===== src/rtl/reg_shift_out.sv =====
// Serializes a parallel word MSB-first onto an external shift-register chain,
// then strobes the chain's storage latch. All outputs come straight from flops.
module reg_shift_out #(
  parameter int WIDTH   = 32,
  parameter int CLK_DIV = 4
) (
  input  logic             clk,
  input  logic             rst,
  input  logic             start,
  input  logic [WIDTH-1:0] D,
  output logic             sclk,
  output logic             sdata,
  output logic             latch,
  output logic             busy,
  output logic             done
);

  localparam int BCW = $clog2(WIDTH);
  localparam int DCW = $clog2(CLK_DIV + 1);
  localparam logic [BCW-1:0] BIT_LAST = BCW'(WIDTH - 1);
  localparam logic [BCW-1:0] BIT_ONE  = BCW'(1);
  localparam logic [BCW-1:0] BIT_ZERO = BCW'(0);
  localparam logic [DCW-1:0] DIV_LAST = DCW'(CLK_DIV - 1);
  localparam logic [DCW-1:0] DIV_ONE  = DCW'(1);
  localparam logic [DCW-1:0] DIV_ZERO = DCW'(0);

  typedef enum logic [1:0] {
    IDLE  = 2'd0,
    SETUP = 2'd1,
    HOLD  = 2'd2,
    LATCH = 2'd3
  } state_t;

  state_t           state_q, state_d;
  logic [WIDTH-1:0] shreg_q, shreg_d;
  logic [BCW-1:0]   bitcnt_q, bitcnt_d;
  logic [DCW-1:0]   divcnt_q, divcnt_d;
  logic             sclk_q, sclk_d;
  logic             sdata_q, sdata_d;
  logic             latch_q, latch_d;
  logic             busy_q, busy_d;
  logic             done_q, done_d;
  logic             div_last_s;

  assign div_last_s = (divcnt_q == DIV_LAST);

  // Next-state, datapath and output decode. Outputs are decoded from the
  // current state and registered, so they trail the state by one cycle.
  always_comb begin
    state_d  = state_q;
    shreg_d  = shreg_q;
    bitcnt_d = bitcnt_q;
    divcnt_d = divcnt_q;
    case (state_q)
      IDLE: begin
        if (start) begin
          shreg_d  = D;
          bitcnt_d = BIT_LAST;
          divcnt_d = DIV_ZERO;
          state_d  = SETUP;
        end else begin
          state_d  = IDLE;
        end
      end
      SETUP: begin
        if (div_last_s) begin
          divcnt_d = DIV_ZERO;
          state_d  = HOLD;
        end else begin
          divcnt_d = divcnt_q + DIV_ONE;
        end
      end
      HOLD: begin
        if (div_last_s) begin
          divcnt_d = DIV_ZERO;
          if (bitcnt_q == BIT_ZERO) begin
            state_d = LATCH;
          end else begin
            shreg_d  = {shreg_q[WIDTH-2:0], 1'b0};
            bitcnt_d = bitcnt_q - BIT_ONE;
            state_d  = SETUP;
          end
        end else begin
          divcnt_d = divcnt_q + DIV_ONE;
        end
      end
      LATCH: begin
        if (div_last_s) begin
          divcnt_d = DIV_ZERO;
          state_d  = IDLE;
        end else begin
          divcnt_d = divcnt_q + DIV_ONE;
        end
      end
      default: begin
        state_d  = IDLE;
        divcnt_d = DIV_ZERO;
      end
    endcase

    sclk_d  = (state_q == HOLD);
    latch_d = (state_q == LATCH);
    busy_d  = (state_q != IDLE);
    // latch_q is the lagged LATCH indication, so this fires once on the way out
    done_d  = (state_q == IDLE) && latch_q;
    if (state_q == SETUP) begin
      sdata_d = shreg_q[WIDTH-1];
    end else begin
      sdata_d = sdata_q;
    end
  end

  // State, datapath and output registers.
  always_ff @(posedge clk or posedge rst) begin
    if (rst) begin
      state_q  <= IDLE;
      shreg_q  <= '0;
      bitcnt_q <= '0;
      divcnt_q <= '0;
      sclk_q   <= 1'b0;
      sdata_q  <= 1'b0;
      latch_q  <= 1'b0;
      busy_q   <= 1'b0;
      done_q   <= 1'b0;
    end else begin
      state_q  <= state_d;
      shreg_q  <= shreg_d;
      bitcnt_q <= bitcnt_d;
      divcnt_q <= divcnt_d;
      sclk_q   <= sclk_d;
      sdata_q  <= sdata_d;
      latch_q  <= latch_d;
      busy_q   <= busy_d;
      done_q   <= done_d;
    end
  end

  assign sclk  = sclk_q;
  assign sdata = sdata_q;
  assign latch = latch_q;
  assign busy  = busy_q;
  assign done  = done_q;

endmodule


===== config.mk =====
export PLATFORM = sky130hd
export DESIGN_NAME = reg_shift_out
export DESIGN_NICKNAME = d
export VERILOG_FILES = /design/src/rtl/reg_shift_out.sv
export SDC_FILE = /design/constraint.sdc
export NUM_CORES = 1
export LEC_CHECK = 0
export CAP_MARGIN = 15
export CORE_ASPECT_RATIO = 0.5
export CORE_MARGIN = 2
export CORE_UTILIZATION = 57
export DETAILED_ROUTE_END_ITERATION = 6
export GPL_ROUTABILITY_DRIVEN = 0
export PLACE_DENSITY = 0.84
export SETUP_SLACK_MARGIN = 0.1
export SYNTH_ARGS = -nofsm -noshare
export SYNTH_HDL_FRONTEND = slang
export SYNTH_SLANG_ARGS = --single-unit

===== constraint.sdc =====
create_clock -name clk -period 4.15 [get_ports clk]
set_clock_uncertainty 0.05 [all_clocks]
set_input_delay 1.0375 -clock clk [delete_from_list [all_inputs] [get_ports clk]]
set_output_delay 1.0375 -clock clk [all_outputs]
set_load 0.1 [all_outputs]

==> impl_metrics.csv, run 1 <==
group,metric,value,unit
pwr,switching_share,34.6,%
timing,period_minus_slack,2.87,ns
pwr,power.net_switching,686,uW
cts,cts-root-buf,"clkbuf_8",
cts,cts_buffers,5,
yosys,ys.flop_type,"dfrtp_1",
yosys,ys_seq_elements,47,
timing,fin_crit_sh,69.2,%
cts,cts.clk_slew.worst_paths,0.08,ns
worst_hold_path,holdCritPathClass,"flop to flop",
routing,drt_iter0_markers,45,
floorplan,rows,16,
yosys,synth_fp_nets,205,
pwr,finalPower,1.98,mW
critical_path,path_cells,"clkdlybuf4s50_1",
final_layout,drive_gt1_share,38.5,%
yosys,synth_top_area_cell,"dfrtp_1",
cts,post-cts-setup-buffer-count,0,
critical_path,cp_slowest_stage_delay,1.13,ns
routing,totalWireLength,4010,um
yosys,yosys-top-cells-area,"dfrtp_1 48%, mux2_2 17%, mux2_4 16%",
global_route,grt_pass1_vias,1482,
timing,hold_viol,0,
final_layout,area_growth_syn_to_layout,17.3,%
yosys,yosysUniqueCellTypes,35,
critical_path,start_kind,"flop",
yosys,synth_edf_count,0,
floorplan,start_util,61.1,%
yosys,yosys_warnings,0,
timing,rsz0062_at_grt,"no",
critical_path,cp_max_fo,2,
pwr,seqPwrFrac,41.4,%
pwr,p_comb_share,45.5,%
routing,wl_met1,1970,um
timing,fmax,348,MHz
floorplan,die_x,96.9,um
yosys,synth_top_area_share,47.8,%
global_route,grt_max_degree,48,
placed_design,io_buffers,39,
cts,post_cts_resized,0,
run_status,outcome,"complete, no violations",
routing,route.met3.wl,167,um
cts,cts_max_path_buffers,2,
final_layout,num_antenna_cells,0,
floorplan,ios,40,
yosys,synthArstFlopShare,100,%
final_layout,num-nets-final,244,
global_route,antenna_found_initial,0,
pwr,ir_drop,336,uV
cts,hold_buffers,0,
cts,h-tree-depth,2,
final_layout,final_cell_mix,"47 x dfrtp_1, 39 x clkdlybuf4s50_1, 38 x mux2_2",
critical_path,path_buf_inv,1,
critical_path,worstPathArrival,1.79,ns
routing,avgViaCountPerCell,5.32,
yosys,avgSynthCellArea,14.6,um2
timing,max-slew-margin-rel,35.5,%
yosys,syn-cell-area,2460,um2
pwr,power.internal,1.30,mW
critical_path,worst-endpoint-required,3.06,ns
cts,cts_tree,"built",
routing,met2WireLength,1840,um
final_layout,design_area,2880,um2
cts,clock_latency,0.29,ns
pwr,power_leakage,1.26,nW
critical_path,crit_family,"buffers and inverters",
cts,clock_sinks,47,
floorplan,dieArea,4890,um2
timing,slew_violations,0,
routing,via_count,1395,
critical_path,end_kind,"output port",
global_route,grt_pass1_wl,7070,um
placed_design,dp_hpwl,2710,um
global_route,overflow,0,
floorplan,die_h,50.4,um
timing,tightest_slew,0.965,ns
timing,setup_viol,0,
yosys,synth_seq_area_share,47.8,%
placed_design,place_inst,254,
critical_path,crit_type,"flop to output port",
placed_design,placed_cell_area,2800,um2
routing,drc_errors,0,
floorplan,core-area,4020,um2
critical_path,cpMaxStageDelayCell,"clkdlybuf4s50_1",
yosys,postSynthCellCount,168,
final_layout,final_cells,262,
timing,tns,0,ns
routing,drt_first_pass_iters,4,
run,maxCapViolations,0,
pwr,power_density,688,nW/um2
routing,ant_nets,0,
routing,topRoutingLayerUsed,"met4",
routing,wl_per_cell,15.3,um
pwr,p_clk_share,13.1,%
global_route,grt_usage,18.5,%
final_layout,final_common_cell,"dfrtp_1",
## synth_stat cells (all sizes together), types with 2 or more instances
cell type,count
a21oi,2
o21ai,2
buf,7
nand2b,3
mux2,64
a2bb2oi,2
ha,2
nand3,2
inv,9
dfrtp,47
nand2,5
nor3b,2
and2,2
nor3,2
dlymetal6s2s,2
## layout make-up
| class | instances | area, um2 |
|---|---|---|
| sequential | 47 | 1180 |
| fill | 295 | 1140 |
| multi-input combinational | 103 | 1120 |
| timing repair buffer | 41 | 405 |
| clock buffer | 7 | 76.3 |
| tap | 54 | 67.6 |
| inverter | 9 | 33.8 |
| clock inverter | 1 | 5.00 |
## flip-flops by register name, indices dropped and copies added (netlist names)
signal	cells
shreg_q	32
divcnt_q	3
sdata	1
latch	1
done	1
bitcnt_q	5
busy	1
state_q	2
sclk	1
## metal layers
metal	up-vias	global-route usage (%)
met2	30	29.2
li1	676	-
met4	0	5.63
met1	685	24.7
met3	4	6.13
met5	-	0
## per-stage QoR
| step | hold slack (ns) | util, % | setup WS [ns] |
|---|---|---|---|
| 2_1_floorplan | 0.402 | - | 1.85 |
| 6_report | 0.431 | 71.6 | 1.28 |
| 4_1_cts | 0.437 | 71.6 | 1.27 |
| 5_1_grt | 0.458 | 71.6 | 1.19 |
| 3_3_place_gp | 0.414 | 69.6 | 1.08 |
| 3_5_place_dp | 0.420 | 69.6 | 0.970 |
## power groups by stage
stage	combinational, mW	clock (mW)	sequential, mW
after floorplan	0.713	0	0.899
after global placement	0.880	0	0.812
after detailed placement	0.908	0	0.826
after CTS	0.914	0.269	0.819
after global routing	0.971	0.291	0.849
final	0.903	0.260	0.821
## path summary, 6_finish.rpt
| kind | slack, ns | endpoint | cells after the start | start |
|---|---|---|---|---|
| setup / recovery | 1.28 | sdata | 1 | sdata |
| hold / removal | 0.43 | done | 1 | latch |
| setup reg to reg | 1.97 | shreg_q[18] | 6 | bitcnt_q[0] |
| hold reg to reg | 0.43 | done | 1 | latch |
| max in group asynchronous | 2.24 | shreg_q[24] | 2 | rst |
| min in group asynchronous | 1.23 | bitcnt_q[0] | 2 | rst |
## cells by family (layout without fill, tap and decap cells)
group                      count (synthesis)  in the layout  share of synthesized area, %
AOI/OAI and AO/OA                         13             13                          4.84
adders and majority gates                  2              2                          1.02
buffers and inverters                     18             58                          6.67
DFF                                       47             47                          47.8
muxes                                     65             65                          33.7
and+or+nand+nor                           23             23                          5.96
(Power assumes the default switching activity.)
==> run 2: changes to the inputs <==
--- a/config.mk
+++ b/config.mk
@@ -8,10 +8,10 @@
 export CAP_MARGIN = 15
 export CORE_ASPECT_RATIO = 0.5
 export CORE_MARGIN = 2
-export CORE_UTILIZATION = 57
+export CORE_UTILIZATION = 53
 export DETAILED_ROUTE_END_ITERATION = 6
 export GPL_ROUTABILITY_DRIVEN = 0
-export PLACE_DENSITY = 0.84
+export PLACE_DENSITY = 0.79
 export SETUP_SLACK_MARGIN = 0.1
 export SYNTH_ARGS = -nofsm -noshare
 export SYNTH_HDL_FRONTEND = slang
==> constraint.sdc (replaced) <==
create_clock -name clk -period 2.8 [get_ports clk]
set_clock_uncertainty 0.05 [all_clocks]
set_input_delay 0.7 -clock clk [delete_from_list [all_inputs] [get_ports clk]]
set_output_delay 0.7 -clock clk [all_outputs]
set_load 0.1 [all_outputs]
==> run 2 against run 1 <==
  * Die area up 7.1%
  * Core utilization fell by 5.4 points
  * Critical path depth increased by 4
  * Clock-buffer cell count down 1
  * Global-route usage shrank 1.2 points
  * Sequential share of layout area down 0.66 points
  * Clock power increased by 82%
  * Total power up 53%
  * Final cell count grew 1.9%
  * Flip-flop and latch count stayed put
  * Sequential power rose by 47%
  * Worst setup slack worse by 0.70 ns
  * Critical endpoint is now shreg_q[14]
==> impl_metrics.csv, run 2 (synthesized netlist as in run 1, its figures left out) <==
group,metric,value,unit
run_status,outcome,"complete, no violations",
final_layout,num-nets-final,247,
critical_path,start_kind,"input port",
final_layout,regMostFlops,"shreg_q",
run,maxCapViolations,0,
placed_design,io_buffers,39,
global_route,grt_usage,17.3,%
timing,period_minus_slack,2.23,ns
cts,post_cts_resized,0,
timing,rsz0062_at_grt,"no",
cts,post-cts-setup-buffer-count,0,
final_layout,top_regs,"shreg_q: 32 flops, bitcnt_q: 5 flops, divcnt_q: 3 flops",
final_layout,fillers,337,
routing,wl_per_cell,15.0,um
routing,drc_errors,0,
timing,fin_crit_sh,79.5,%
pwr,power_density,1030,nW/um2
routing,avgViaCountPerCell,5.13,
pwr,ir_drop,408,uV
final_layout,final_common_cell,"dfrtp_1",
final_layout,register_area,1180,um2
cts,cts_max_path_buffers,2,
routing,drt_first_pass_iters,4,
timing,fmax,449,MHz
placed_design,dp_hpwl,2760,um
cts,clock_sinks,47,
placed_design,place_inst,260,
cts,cts.clk_slew.worst_paths,0.08,ns
timing,max-slew-margin-rel,58.3,%
final_layout,final_cell_mix,"47 x dfrtp_1, 38 x mux2_2, 34 x clkdlybuf4s50_1",
routing,via_count,1370,
timing,tns,0,ns
floorplan,ios,40,
critical_path,end_kind,"flop",
timing,setup_viol,0,
floorplan,rows,17,
cts,h-tree-depth,2,
critical_path,cp_max_fo,14,
critical_path,worst-endpoint-required,2.93,ns
global_route,grt_max_degree,27,
floorplan,core-area,4420,um2
global_route,antenna_found_initial,0,
global_route,overflow,0,
cts,cts_buffers,5,
timing,hold_viol,0,
floorplan,die_x,100,um
routing,ant_nets,0,
global_route,grt_pass1_vias,1396,
final_layout,utilization,66.2,%
final_layout,num_antenna_cells,0,
cts,cts-root-buf,"clkbuf_8",
global_route,grt_pass1_wl,6790,um
timing,setup_ws,0.574,ns
final_layout,multi_input_area,1120,um2
critical_path,crit_type,"input port to flop",
floorplan,dieArea,5230,um2
routing,drt_iter0_markers,48,
critical_path,worstPathArrival,2.36,ns
final_layout,design_area,2930,um2
final_layout,area_growth_syn_to_layout,19.2,%
final_layout,final_cells,267,
placed_design,detailedPlace.worstSlack,0.265,ns
placed_design,placed_cell_area,2830,um2
cts,hold_buffers,0,
worst_hold_path,holdCritPathClass,"flop to flop",
floorplan,die_h,52.2,um
floorplan,start_util,55.6,%
final_layout,drive_gt1_share,41.9,%
pwr,power_leakage,1.29,nW
routing,totalWireLength,4000,um
timing,tightest_slew,0.625,ns
final_layout,largest_reg_flops,32,
cts,clock_latency,0.29,ns
timing,slew_violations,0,
cts,cts_tree,"built",
==> run 2: cell types whose count changed in the layout (fill, tap and decap cells not counted) <==
cell             before  now
buf_4                 2    9
clkdlybuf4s50_1      39   34
buf_12                0    1
bufinv_16             0    1
clkbuf_1              2    1
clkinv_2              1    0
==> run 2: power by group <==
group	switching [mW]	internal (mW)	total (mW)
clock	0.212	0.262	0.474
sequential	0.209	1.00	1.21
combinational	0.587	0.756	1.34
total	1.01	2.02	3.03
==> run 2: per-layer routing <==
| metal | up-vias | track usage, % | share of wire [%] | wire (um) |
|---|---|---|---|---|
| li1 | 680 | - | - | - |
| met1 | 659 | 25.1 | 53 | 2130 |
| met2 | 26 | 25.1 | 41 | 1650 |
| met3 | 5 | 4.84 | 4.3 | 172 |
| met4 | 0 | 5.48 | 1.0 | 41 |
| met5 | - | 0 | 0 | 0 |
==> run 2: final timing paths <==
kind,startpoint,end,slack (ns),cells past startpoint
max,start,shreg_q[14],0.57,5
min,divcnt_q[0],divcnt_q[0],0.44,1
max reg2reg,bitcnt_q[0],shreg_q[14],0.73,6
min reg2reg,divcnt_q[0],divcnt_q[0],0.44,1
max in group asynchronous,rst,shreg_q[16],1.40,3
min in group asynchronous,rst,shreg_q[19],0.72,2
==> run 2: critical path, stage by stage <==
cell,delay [ns]
clkdlybuf4s50_1,0.50
nor3b_2,0.33
a2bb2oi_4,0.20
buf_4,0.29
mux2_4,0.33
==> run 2: final cells by class <==
type,count,share of cell area [%]
clock inverter,1,1.02
clock buffer,6,2.48
timing repair buffer,44,14.6
inverter,9,1.15
sequential,47,40.1
multi-input combinational,103,38.2
tap,57,2.43
==> run 2: per-stage QoR <==
step / power (mW) / hold slack (ns)
after CTS: 3.06 / 0.441
after global routing: 3.22 / 0.475
after detailed placement: 2.57 / 0.426
after global placement: 2.52 / 0.415
after floorplan: 2.39 / 0.402
final: 3.03 / 0.442
==> run 3: changes to the inputs <==
==> constraint.sdc (replaced) <==
create_clock -name clk -period 2.31 [get_ports clk]
set_clock_uncertainty 0.05 [all_clocks]
set_input_delay 0.5775 -clock clk [delete_from_list [all_inputs] [get_ports clk]]
set_output_delay 0.5775 -clock clk [all_outputs]
set_load 0.1 [all_outputs]
==> run 3 against run 2 <==
  * Clock-buffer cell count stayed put
  * Die area unchanged
  * Clock power is 31% higher
  * Total power rose by 25%
  * Flip-flop and latch count did not move
  * Worst setup slack got worse by 0.27 ns
  * Via count rose by 2.0%
  * Final cell count increased by 1.5%
  * Non-clock buffer count increased by 3
  * First-iteration DRC count unchanged
  * Design area grew 2.1%
  * Highest routed layer unchanged
==> impl_metrics.csv, run 3 (synthesized netlist as in run 1, its figures left out) <==
group,metric,value,unit
pwr,ir_drop,554,uV
floorplan,ios,40,
routing,avgViaCountPerCell,5.16,
timing,period_minus_slack,2.01,ns
final_layout,final_common_cell,"dfrtp_1",
pwr,switching_share,33.4,%
floorplan,dieArea,5230,um2
pwr,power_leakage,1.33,nW
critical_path,start_kind,"input port",
cts,post_cts_resized,0,
pwr,seqPwrFrac,39.1,%
final_layout,top_regs,"shreg_q: 32 flops, bitcnt_q: 5 flops, divcnt_q: 3 flops",
routing,via_count,1398,
global_route,antenna_found_initial,0,
critical_path,crit_type,"input port to flop",
timing,hold_viol,0,
floorplan,die_x,100,um
final_layout,final_cells,271,
timing,tns,0,ns
cts,clock_sinks,47,
final_layout,num_antenna_cells,0,
timing,hold_ws,0.446,ns
cts,clock_latency,0.30,ns
global_route,grt_usage,18.6,%
placed_design,place_inst,263,
timing,max-slew-margin-rel,66.4,%
global_route,overflow,0,
critical_path,worst-endpoint-required,2.45,ns
floorplan,die_h,52.2,um
cts,cts_buffers,5,
cts,cts_max_path_buffers,2,
routing,drc_errors,0,
final_layout,area_growth_syn_to_layout,21.7,%
timing,setup_viol,0,
routing,drt_first_pass_iters,4,
timing,fmax,497,MHz
final_layout,largest_reg_flops,32,
cts,cts.clk_slew.worst_paths,0.08,ns
timing,slew_violations,0,
cts,post-cts-setup-buffer-count,0,
timing,tightest_slew,0.503,ns
cts,cts-root-buf,"clkbuf_8",
cts,hold_buffers,0,
pwr,p_comb_share,44.4,%
cts,h-tree-depth,2,
placed_design,dp_hpwl,2920,um
run_status,outcome,"complete, no violations",
pwr,power.internal,2.51,mW
pwr,power_density,1260,nW/um2
global_route,grt_max_degree,48,
critical_path,cp_max_fo,22,
timing,rsz0062_at_grt,"no",
timing,fin_crit_sh,87.0,%
routing,wl_per_cell,15.5,um
floorplan,start_util,55.6,%
critical_path,worstPathArrival,2.15,ns
pwr,power.net_switching,1.26,mW
floorplan,core-area,4420,um2
final_layout,fillers,325,
routing,ant_nets,0,
pwr,finalPower,3.77,mW
worst_hold_path,holdCritPathClass,"flop to flop",
global_route,grt_pass1_vias,1484,
global_route,grt_pass1_wl,7150,um
final_layout,final_cell_mix,"47 x dfrtp_1, 38 x mux2_2, 34 x clkdlybuf4s50_1",
final_layout,num-nets-final,250,
run,maxCapViolations,0,
placed_design,io_buffers,39,
cts,cts_tree,"built",
routing,totalWireLength,4190,um
critical_path,end_kind,"flop",
routing,drt_iter0_markers,48,
final_layout,design_area,2990,um2
pwr,p_clk_share,16.5,%
final_layout,drive_gt1_share,43.5,%
final_layout,regMostFlops,"shreg_q",
floorplan,rows,17,
placed_design,placed_cell_area,2880,um2
-- run 3: cell count changes in the layout (fill, tap and decap cells not counted) --
cell	change
buf_12	+2
buf_4	+1
clkbuf_1	-1
clkbuf_8	+1
clkinv_2	+1
-- run 3: stage by stage --
stage                     util [%]  worst slack (ns)
after global routing          67.6             0.253
after floorplan                  -             0.443
after detailed placement      65.0          -0.00735
after global placement        65.0            0.0137
after CTS                     67.6             0.325
final                         67.6             0.300
-- run 3: final timing paths --
kind / slack [ns] / cells after the start / startpoint / to
worst max-delay path: 0.30 / 5 / start / shreg_q[2]
worst min-delay path: 0.45 / 1 / latch / done
worst max register to register: 0.38 / 7 / bitcnt_q[0] / shreg_q[2]
worst min register to register: 0.45 / 1 / latch / done
max in group asynchronous: 1.41 / 3 / rst / shreg_q[1]
min in group asynchronous: 0.58 / 3 / rst / busy
-- run 3: worst max-delay path, stage by stage --
cell and delay, ns:
clkdlybuf4s50_1 0.48, nor3b_2 0.27, a2bb2oi_4 0.24, buf_12 0.22
mux2_2 0.35
-- run 3: metal layers --
metal,vias up,global-route usage (%),wire [um]
li1,684,-,-
met1,677,24.5,2030
met2,29,29.0,1890
met3,8,5.24,177
met4,0,8.68,99
met5,-,0,0
-- run 3: power groups by stage --
stage / Combinational (mW) / Sequential, mW / Clock [mW]
after detailed placement: 1.69 / 1.49 / 0
after global routing: 1.81 / 1.53 / 0.677
after global placement: 1.64 / 1.46 / 0
final: 1.68 / 1.47 / 0.622
after CTS: 1.69 / 1.48 / 0.642
after floorplan: 1.28 / 1.61 / 0
-- run 3: area by class of cell --
type                    count  area, um2  area share [%]
inverters                   9       33.8            1.13
multi-input cells         103       1120            37.4
clock buffers               6       82.6            2.76
well taps                  57       71.3            2.38
flip-flops and latches     47       1180            39.3
clock inverters             2       35.0            1.17
repair buffers             47        475            15.9
